===== src/rtl/shift_if.sv =====
// Request/result handshake bundle for the pipelined shifter.
// The master side issues shift requests and the slave side returns results.
interface shift_if #(
  parameter int N = 32
) ();
  logic         in_valid;
  logic         in_ready;
  logic [1:0]   in_op;
  logic [N-1:0] in_a;
  logic [N-1:0] in_b;
  logic         out_valid;
  logic         out_ready;
  logic [N-1:0] out_result;
  logic         out_err;

  modport master (
    output in_valid, in_op, in_a, in_b, out_ready,
    input  in_ready, out_valid, out_result, out_err
  );

  modport slave (
    input  in_valid, in_op, in_a, in_b, out_ready,
    output in_ready, out_valid, out_result, out_err
  );
endinterface


===== src/rtl/shift_stage.sv =====
// Two-stage valid/ready pipeline around the SLL/SRL/SRA shifters.
// Stage 1 registers the request, and stage 2 registers the selected result.
module shift_stage #(
  parameter int N = 32
) (
  input  logic    clk,
  input  logic    rst,
  shift_if.slave  bus
);
  localparam int SHW = $clog2(N);

  logic           vld_p1_q, vld_p1_d;
  logic [1:0]     op_p1_q, op_p1_d;
  logic [N-1:0]   a_p1_q, a_p1_d;
  logic [SHW-1:0] shamt_p1_q, shamt_p1_d;

  logic           vld_p2_q, vld_p2_d;
  logic [N-1:0]   result_p2_q, result_p2_d;
  logic           err_p2_q, err_p2_d;

  logic           s2_advance, in_ready, in_fire, out_fire, s1_move;
  logic [N:0]     shift_res;
  logic [N-SHW-1:0] unused_b_hi;

  // Bit N of the return value is the illegal-op flag.
  function automatic logic [N:0] shift_sel(input logic [1:0] op,
                                           input logic [N-1:0] a,
                                           input logic [SHW-1:0] sh);
    logic signed [N-1:0] sa;
    logic [N-1:0]        r;
    sa = a;
    r  = '0;
    case (op)
      2'b00:   r = a << sh;
      2'b01:   r = a >> sh;
      2'b10:   r = sa >>> sh;
      default: r = '0;
    endcase
    return {(op == 2'b11), r};
  endfunction

  assign unused_b_hi = bus.in_b[N-1:SHW];

  always_comb begin
    s2_advance = !vld_p2_q || bus.out_ready;
    in_ready   = !vld_p1_q || s2_advance;
    in_fire    = bus.in_valid && in_ready;
    out_fire   = vld_p2_q && bus.out_ready;
    s1_move    = vld_p1_q && s2_advance;
    shift_res  = shift_sel(op_p1_q, a_p1_q, shamt_p1_q);

    vld_p1_d   = vld_p1_q;
    op_p1_d    = op_p1_q;
    a_p1_d     = a_p1_q;
    shamt_p1_d = shamt_p1_q;
    if (in_fire) begin
      vld_p1_d   = 1'b1;
      op_p1_d    = bus.in_op;
      a_p1_d     = bus.in_a;
      shamt_p1_d = bus.in_b[SHW-1:0];
    end else if (s1_move) begin
      vld_p1_d   = 1'b0;
    end

    vld_p2_d    = vld_p2_q;
    result_p2_d = result_p2_q;
    err_p2_d    = err_p2_q;
    if (s1_move) begin
      vld_p2_d    = 1'b1;
      result_p2_d = shift_res[N-1:0];
      err_p2_d    = shift_res[N];
    end else if (out_fire) begin
      vld_p2_d    = 1'b0;
    end
  end

  // Stage 1 boundary: the request operands carry no reset.
  always_ff @(posedge clk) begin
    op_p1_q    <= op_p1_d;
    a_p1_q     <= a_p1_d;
    shamt_p1_q <= shamt_p1_d;
  end

  // Stage 2 boundary: the result is cleared on reset, so out_result reads zero.
  always_ff @(posedge clk or posedge rst) begin
    if (rst) begin
      vld_p1_q    <= 1'b0;
      vld_p2_q    <= 1'b0;
      result_p2_q <= '0;
      err_p2_q    <= 1'b0;
    end else begin
      vld_p1_q    <= vld_p1_d;
      vld_p2_q    <= vld_p2_d;
      result_p2_q <= result_p2_d;
      err_p2_q    <= err_p2_d;
    end
  end

  assign bus.in_ready   = in_ready;
  assign bus.out_valid  = vld_p2_q;
  assign bus.out_result = result_p2_q;
  assign bus.out_err    = err_p2_q;
endmodule


===== src/flat_wrapper.sv =====
// flat-port wrapper written by rule: the top's interface ports become plain ports
module shift_stage_flat 
#(
  parameter int N = 32
)
  (clk, rst, bus_in_valid, bus_in_op, bus_in_a, bus_in_b, bus_out_ready, bus_in_ready, bus_out_valid, bus_out_result, bus_out_err);
  shift_if #(.N(N)) bus_i ();
  input  logic clk;
  input  logic rst;
  input wire logic [$bits(bus_i.in_valid)-1:0] bus_in_valid;
  input wire logic [$bits(bus_i.in_op)-1:0] bus_in_op;
  input wire logic [$bits(bus_i.in_a)-1:0] bus_in_a;
  input wire logic [$bits(bus_i.in_b)-1:0] bus_in_b;
  input wire logic [$bits(bus_i.out_ready)-1:0] bus_out_ready;
  output wire logic [$bits(bus_i.in_ready)-1:0] bus_in_ready;
  output wire logic [$bits(bus_i.out_valid)-1:0] bus_out_valid;
  output wire logic [$bits(bus_i.out_result)-1:0] bus_out_result;
  output wire logic [$bits(bus_i.out_err)-1:0] bus_out_err;
  assign bus_i.in_valid = bus_in_valid;
  assign bus_i.in_op = bus_in_op;
  assign bus_i.in_a = bus_in_a;
  assign bus_i.in_b = bus_in_b;
  assign bus_i.out_ready = bus_out_ready;
  assign bus_in_ready = bus_i.in_ready;
  assign bus_out_valid = bus_i.out_valid;
  assign bus_out_result = bus_i.out_result;
  assign bus_out_err = bus_i.out_err;
  shift_stage #(.N(N)) u_core (.clk(clk), .rst(rst), .bus(bus_i));
endmodule

===== config.mk =====
export PLATFORM = sky130hd
export DESIGN_NAME = shift_stage_flat
export DESIGN_NICKNAME = d
export VERILOG_FILES = /design/src/rtl/shift_if.sv /design/src/rtl/shift_stage.sv /design/src/flat_wrapper.sv
export SDC_FILE = /design/constraint.sdc
export NUM_CORES = 1
export LEC_CHECK = 0
export CAP_MARGIN = 20
export CORE_MARGIN = 1.5
export CORE_UTILIZATION = 25
export DETAILED_ROUTE_END_ITERATION = 10
export SETUP_SLACK_MARGIN = 0.4
export SLEW_MARGIN = 15
export SYNTH_ARGS = -nofsm -noshare
export SYNTH_HDL_FRONTEND = slang
export SYNTH_SLANG_ARGS = --single-unit

===== constraint.sdc =====
create_clock -name clk -period 2 [get_ports clk]
set_input_delay 0.5 -clock clk [delete_from_list [all_inputs] [get_ports clk]]
set_output_delay 0.5 -clock clk [all_outputs]
set_load 0.005 [all_outputs]

* Word level (Yosys, flattened, before mapping) *
Cells that the tools add are included.

storage, ports and cells
  word-level logic and storage cells = 28
  input port bits = 70
  flip-flop bits (word level) = 74

cells by class
  multiplexer cells = 5
  shift operators = 3
  reduce and logical (&&, ||, !) cells = 10
  equal/unequal tests = 3

operators by type and width
  cell                                                 count
  one-hot mux 32 bit (3 select lines)                  1
  << shifter 32 x 5 -> 32 bit                          1
  >> shifter 32 x 5 -> 32 bit                          1
  >>> shifter 32 x 5 -> 32 bit                         1
  equality test 2 bit, second input constant           2
  two-way mux 1 bit                                    4
  nonzero test 2 bit                                   2
  logical AND 1 bit                                    3
  equality test 2 x 1 -> 1 bit, second input constant  1
  zero test 1 bit                                      2
  zero test 2 bit                                      1
  logical OR 1 bit                                     2

* Longest topological paths before layout *
  depth after elaboration = 5
  mapped depth = 9
  depth with buffers taken out = 5

* Least setup slack after synthesis *
Ideal clock, no wire load.

  path type = register to register
  from = reg u_core.shamt_p1_q[0]
  to = reg u_core.result_p2_q[12] (netlist: u_core.bus.out_result[12])
  library setup time = 0.129 ns
  path buffers = 3
  setup slack = -0.055 ns
  required time = 1.871 ns
  stages on the path, launching flop included = 8
  arrival = 1.926 ns
  cell sequence = edfxtp_1 buf_6 buf_8 buf_6 mux4_2 mux2i_1 a211oi_1 a2111o_1

between the ends
  longest elaborated chain between the ends = 2

ends and longest elaborated chain
  what                                                  RTL line           source
  start, declared                                       shift_stage.sv:15  logic [SHW-1:0] shamt_p1_q, shamt_p1_d;
  start signal, assigned                                shift_stage.sv:81  shamt_p1_q <= shamt_p1_d;
  >>> shifter 32 x 5 -> 32 bit (tied with other cells)  shift_stage.sv:36  2'b10: r = sa >>> sh;
  one-hot mux 32 bit (3 select lines) *                 shift_stage.sv:33  case (op)
  end signal, assigned                                  shift_stage.sv:94  result_p2_q <= result_p2_d;
  end, declared                                         shift_stage.sv:18  logic [N-1:0] result_p2_q, result_p2_d;

Every way passes the cells marked *; elsewhere a longest branch is shown, timed or not.
A chain may end at the register's enable or synchronous reset.

* Final worst setup path *
  from = reg u_core.shamt_p1_q[2]
  to = reg u_core.result_p2_q[20] (netlist: u_core.bus.out_result[20])

Same word-level chain as after synthesis.

==> flow_results.org <==
** Cells and area
- Compared with the post-synthesis result, the final layout area differs by 46.90%.
- Highest-count cells in the layout ignoring fill and taps :: 174 x sky130_fd_sc_hd__buf_4, 72 x sky130_fd_sc_hd__mux4_2, 50 x sky130_fd_sc_hd__nand2_1
- ANT cells :: 0
- At the end of the flow, the number of nets in the layout was 902.
- Commonest non-fill, non-tap cell in the layout :: sky130_fd_sc_hd__buf_4
- Cells with a size suffix above 1 make up 44.80% of the layout.
- For this run, the share of the core covered by cells in the final layout is 37.23%.

** Routing
- Number of vias after detailed routing :: 6369
- Final WL :: 25.38 mm
- The count of nets left with antenna violations once routing finished came out at 0.
- In the final routed layout, each cell accounts on average for 21.54 um.
- Count of unresolved DRC violations after routing :: 0
- The first detailed-routing pass took 5 iterations.
- Initial detailed-routing violation count :: 637
- After detailed routing, the number of vias per cell comes to 5.407.

** Logic synthesis
- The netlist uses 67 different library cells.
- Most area-hungry cell type in the Yosys netlist :: sky130_fd_sc_hd__mux4_2
- In this run the mean area of a mapped cell was 10.97 sq um.
- Sequential cells were found to cover 30.13% of the synthesized design area.
- In the post-synthesis netlist, the biggest area contributors are sky130_fd_sc_hd__mux4_2 24%, sky130_fd_sc_hd__edfxtp_1 17%, sky130_fd_sc_hd__dfrtp_1 13%.
- Share of flip-flops with an asynchronous set or reset after synthesis :: 47.30%
- Dominant combinational cell family by area after synthesis :: multiplexers
- The number of nets handed over by synthesis was 689.
- The synthesized netlist devotes 11.29% of its cell area to simple gates.
- Among all flip-flop cells after synthesis, the most frequent one is sky130_fd_sc_hd__edfxtp_1.
- In the synthesized netlist, the number of instances is 619.
- Compound-cell area share of the yosys netlist :: 16.23%
- Post-synthesis adder-cell area fraction :: 0%
- Count of flip-flops with a built-in enable after synthesis :: 39
- After synthesis, the largest area contributor takes up 23.87% of total cell area.
- Count of synthesis-stage warnings from yosys :: 0
- Post-synthesis sequential element count :: 74
- Share of cell area taken by muxes after synthesis :: 35.75%
- Area share of xor/xnor cells in the synthesized design :: 0.2579%
- Mapped Area :: 6793 sq um

** Global routing
- The number of antenna violations at the first check in global routing was 0.
- GRT overflow :: 0
- First-pass GRT wire length :: 38.70 mm
- Number of global-route vias before repair :: 6422
- Global routing consumed, over all layers together, 17.97% of the routing resources.
- Largest net degree at the start of global routing :: 40

** Timing
- Final clock period utilization by the worst path :: 114.5%
- Timing would allow up to 436.5 MHz.
- Headroom to the max-slew limit came out at 49.51%.
- Setup violations remaining at the end of the flow were counted as 32.
- In the final timing run, aggregate negative setup slack is -5.044 ns.
- Measured slew at the worst slew-check pin :: 0.7548 ns
- Post-route clock skew :: 0.008169 ns
- Final slew viol count :: 0
- Least setup slack across all paths after layout :: -0.2907 ns
- Final Hold Violating Endpoints :: 0
- The worst path in the final design needs a cycle of 2.291 ns, including I/O delays and setup.
- Unrepaired setup endpoints after global routing :: true

** Floorplan
- In this run the count of I/O pins placed on the die edge is 105.
- Initial Util :: 25.35%
- Placeable Area :: 26800 sq um
- Vertical extent of the die :: 167.8 um
- DIE AREA :: 28170 sq um
- The initialized floorplan defines 60 standard-cell rows.
- Die width :: 167.8 um

** Clock tree
- Clock slew at the register clock pins of the worst setup and hold paths :: 0.06 ns
- Insertion delay of the later-clocked pin in the worst-skew pair :: 0.36 ns
- Bufs on Longest Clock Path :: 2
- Clock tree synthesis selected as its root buffer the cell sky130_fd_sc_hd__clkbuf_16.
- Count of clock tree sinks :: 74
- CTS tree :: yes
- CTS H-tree lvls :: 3
- Number of buffers inserted during clock tree synthesis :: 9

** Placed design
- Number of I/O port buffers :: 77
- Placed wire-length estimate after detailed placement :: 19.62 mm
- Routability-driven placement finished with a final weighted congestion of 0.9508.

** Critical path
- In this run the worst path has a maximum fanout of 22.
- Data on the critical path is required at its endpoint by 2.23 ns.
- Startpoint kind of the worst setup timing path :: flip-flop
- Crit path DAT :: 2.52 ns
- Classification of the worst setup path :: reg -> reg
- Critical Path End Type :: flip-flop

** Power
- Clock share of power :: 29.0%
- Power per unit of standard cell area :: 634.4 nW/um^2
- Max rail drop VDD :: 0.3584 mV
- Int Power :: 0.004303 W
- Combinational cell fraction of total power :: 40.2%
- Leakage Power :: 3.979 nW
- Share of total power consumed by net switching :: 32.03%
- Sequential cells burn 30.7% of the power.
- Power spent charging and discharging nets :: 0.002027 W

** Status
- Violated checks :: negative setup slack
- The flow ran to the end, but the final reports show violations.

** Flow run
- Max-cap violations in this run came to 0.

** Hold path
- Worst Hold Class :: reg -> reg
==> kinds of logic (layout without fill, tap and decap cells) <==
family | count (synthesis) | count (layout)
XOR/XNOR | 2 | 2
buffers and inverters | 76 | 293
AND/OR/NAND/NOR | 163 | 164
AO/OA/AOI/OAI | 155 | 155
multiplexers | 149 | 149
flip-flops | 74 | 74
==> through the flow <==
stage	setup WS (ns)	cells	instance area, sq um	total power (W)	hold slack, ns
floorplan	-0.03360	619	6865	0.003148	0.4711
global placement	-0.3179	1142	9095	0.004304	0.4656
detailed placement	-0.3423	1142	9095	0.004326	0.4701
CTS	-0.2649	1175	9821	0.006285	0.4805
global route	-0.3342	1178	9978	0.006617	0.5090
finish	-0.2907	1178	9978	0.006330	0.4756
==> power by group through the flow <==
| stage | Combinational, W | Sequential, W | Clock (W) |
|---|---|---|---|
| floorplan | 0.00120 | 0.00195 | 0 |
| global placement | 0.00232 | 0.00198 | 0 |
| detailed placement | 0.00234 | 0.00199 | 0 |
| CTS | 0.00245 | 0.00195 | 0.00189 |
| global route | 0.00270 | 0.00198 | 0.00195 |
| finish | 0.00255 | 0.00194 | 0.00184 |
==> critical path, stage by stage, from the launching register on <==
cell,delay [ns]
sky130_fd_sc_hd__edfxtp_1,0.42
sky130_fd_sc_hd__buf_12,0.19
sky130_fd_sc_hd__mux2_4,0.31
sky130_fd_sc_hd__mux4_2,0.55
sky130_fd_sc_hd__o211ai_1,0.33
sky130_fd_sc_hd__buf_4,0.19
sky130_fd_sc_hd__buf_4,0.09
sky130_fd_sc_hd__a32oi_1,0.07
==> cells in the mapped netlist, types with 7 or more instances <==
library cell	number
sky130_fd_sc_hd__nand2b_1	9
sky130_fd_sc_hd__mux2i_1	57
sky130_fd_sc_hd__nand3_1	13
sky130_fd_sc_hd__mux2_2	16
sky130_fd_sc_hd__a211oi_1	10
sky130_fd_sc_hd__nor2_1	43
sky130_fd_sc_hd__nor2b_1	7
sky130_fd_sc_hd__nand2_1	52
sky130_fd_sc_hd__clkbuf_1	30
sky130_fd_sc_hd__and2_1	7
sky130_fd_sc_hd__dfrtp_1	35
sky130_fd_sc_hd__o22ai_1	11
sky130_fd_sc_hd__a21oi_1	17
sky130_fd_sc_hd__o21ai_0	29
sky130_fd_sc_hd__buf_2	19
sky130_fd_sc_hd__buf_4	7
sky130_fd_sc_hd__edfxtp_1	39
sky130_fd_sc_hd__a32oi_1	7
sky130_fd_sc_hd__nor3_1	13
sky130_fd_sc_hd__mux4_2	72
sky130_fd_sc_hd__buf_6	9
sky130_fd_sc_hd__a31oi_1	11
sky130_fd_sc_hd__o31ai_1	7
sky130_fd_sc_hd__o211ai_1	8
==> flip-flops by register name, summed over array words and instances, names as in the netlist <==
| signal | count |
|---|---|
| u_core.op_p1_q | 2 |
| u_core.shamt_p1_q | 5 |
| u_core.bus.out_valid | 1 |
| u_core.a_p1_q | 32 |
| u_core.bus.out_err | 1 |
| u_core.bus.out_result | 32 |
| u_core.vld_p1_q | 1 |
==> final cells by class <==
| cell class | count | area, sq um |
|---|---|---|
| repair buffers | 272 | 2397 |
| flip-flops and latches | 74 | 2047 |
| well taps | 341 | 426.7 |
| clock inverters | 1 | 5.005 |
| inverters | 5 | 21.27 |
| clock buffers | 15 | 342.8 |
| fillers | 2644 | 16820 |
| multi-input cells | 470 | 4738 |
==> worst paths after layout <==
| path | startpoint | to | slack [ns] | cells after the start |
|---|---|---|---|---|
| max | u_core.shamt_p1_q[2]$_DFFE_PP_ | u_core.bus.out_result[20]$_DFFE_PP0P_ | -0.29 | 7 |
| min | u_core.bus.out_result[4]$_DFFE_PP0P_ | u_core.bus.out_result[4]$_DFFE_PP0P_ | 0.48 | 2 |
| max reg2reg | u_core.shamt_p1_q[2]$_DFFE_PP_ | u_core.bus.out_result[20]$_DFFE_PP0P_ | -0.29 | 7 |
| min reg2reg | u_core.bus.out_result[4]$_DFFE_PP0P_ | u_core.bus.out_result[4]$_DFFE_PP0P_ | 0.48 | 2 |
| max in group asynchronous | rst | u_core.bus.out_result[18]$_DFFE_PP0P_ | 1.11 | 3 |
| min in group asynchronous | rst | u_core.bus.out_err$_DFFE_PP0P_ | 0.56 | 3 |
==> layer usage <==
layer  wire length (um)  vias to the layer above  GRT usage [%]
met1              11700                     3143          25.54
met2              11470                      272          27.48
met4                763                        0          6.737
met3               1450                       45          2.868
li1                   -                     2909              -
met5                  0                        -              0
==> timing repair <==
item | in CTS | in global routing
cloned | 0 | 1
pin swaps | 7 | 2
gates resized for setup | 102 | 29
buffers inserted | 17 | 2
setup endpoints to repair | 106 | 72
hold buffers | 0 | 0
Note: power is estimated with default switching activity, not from simulation.
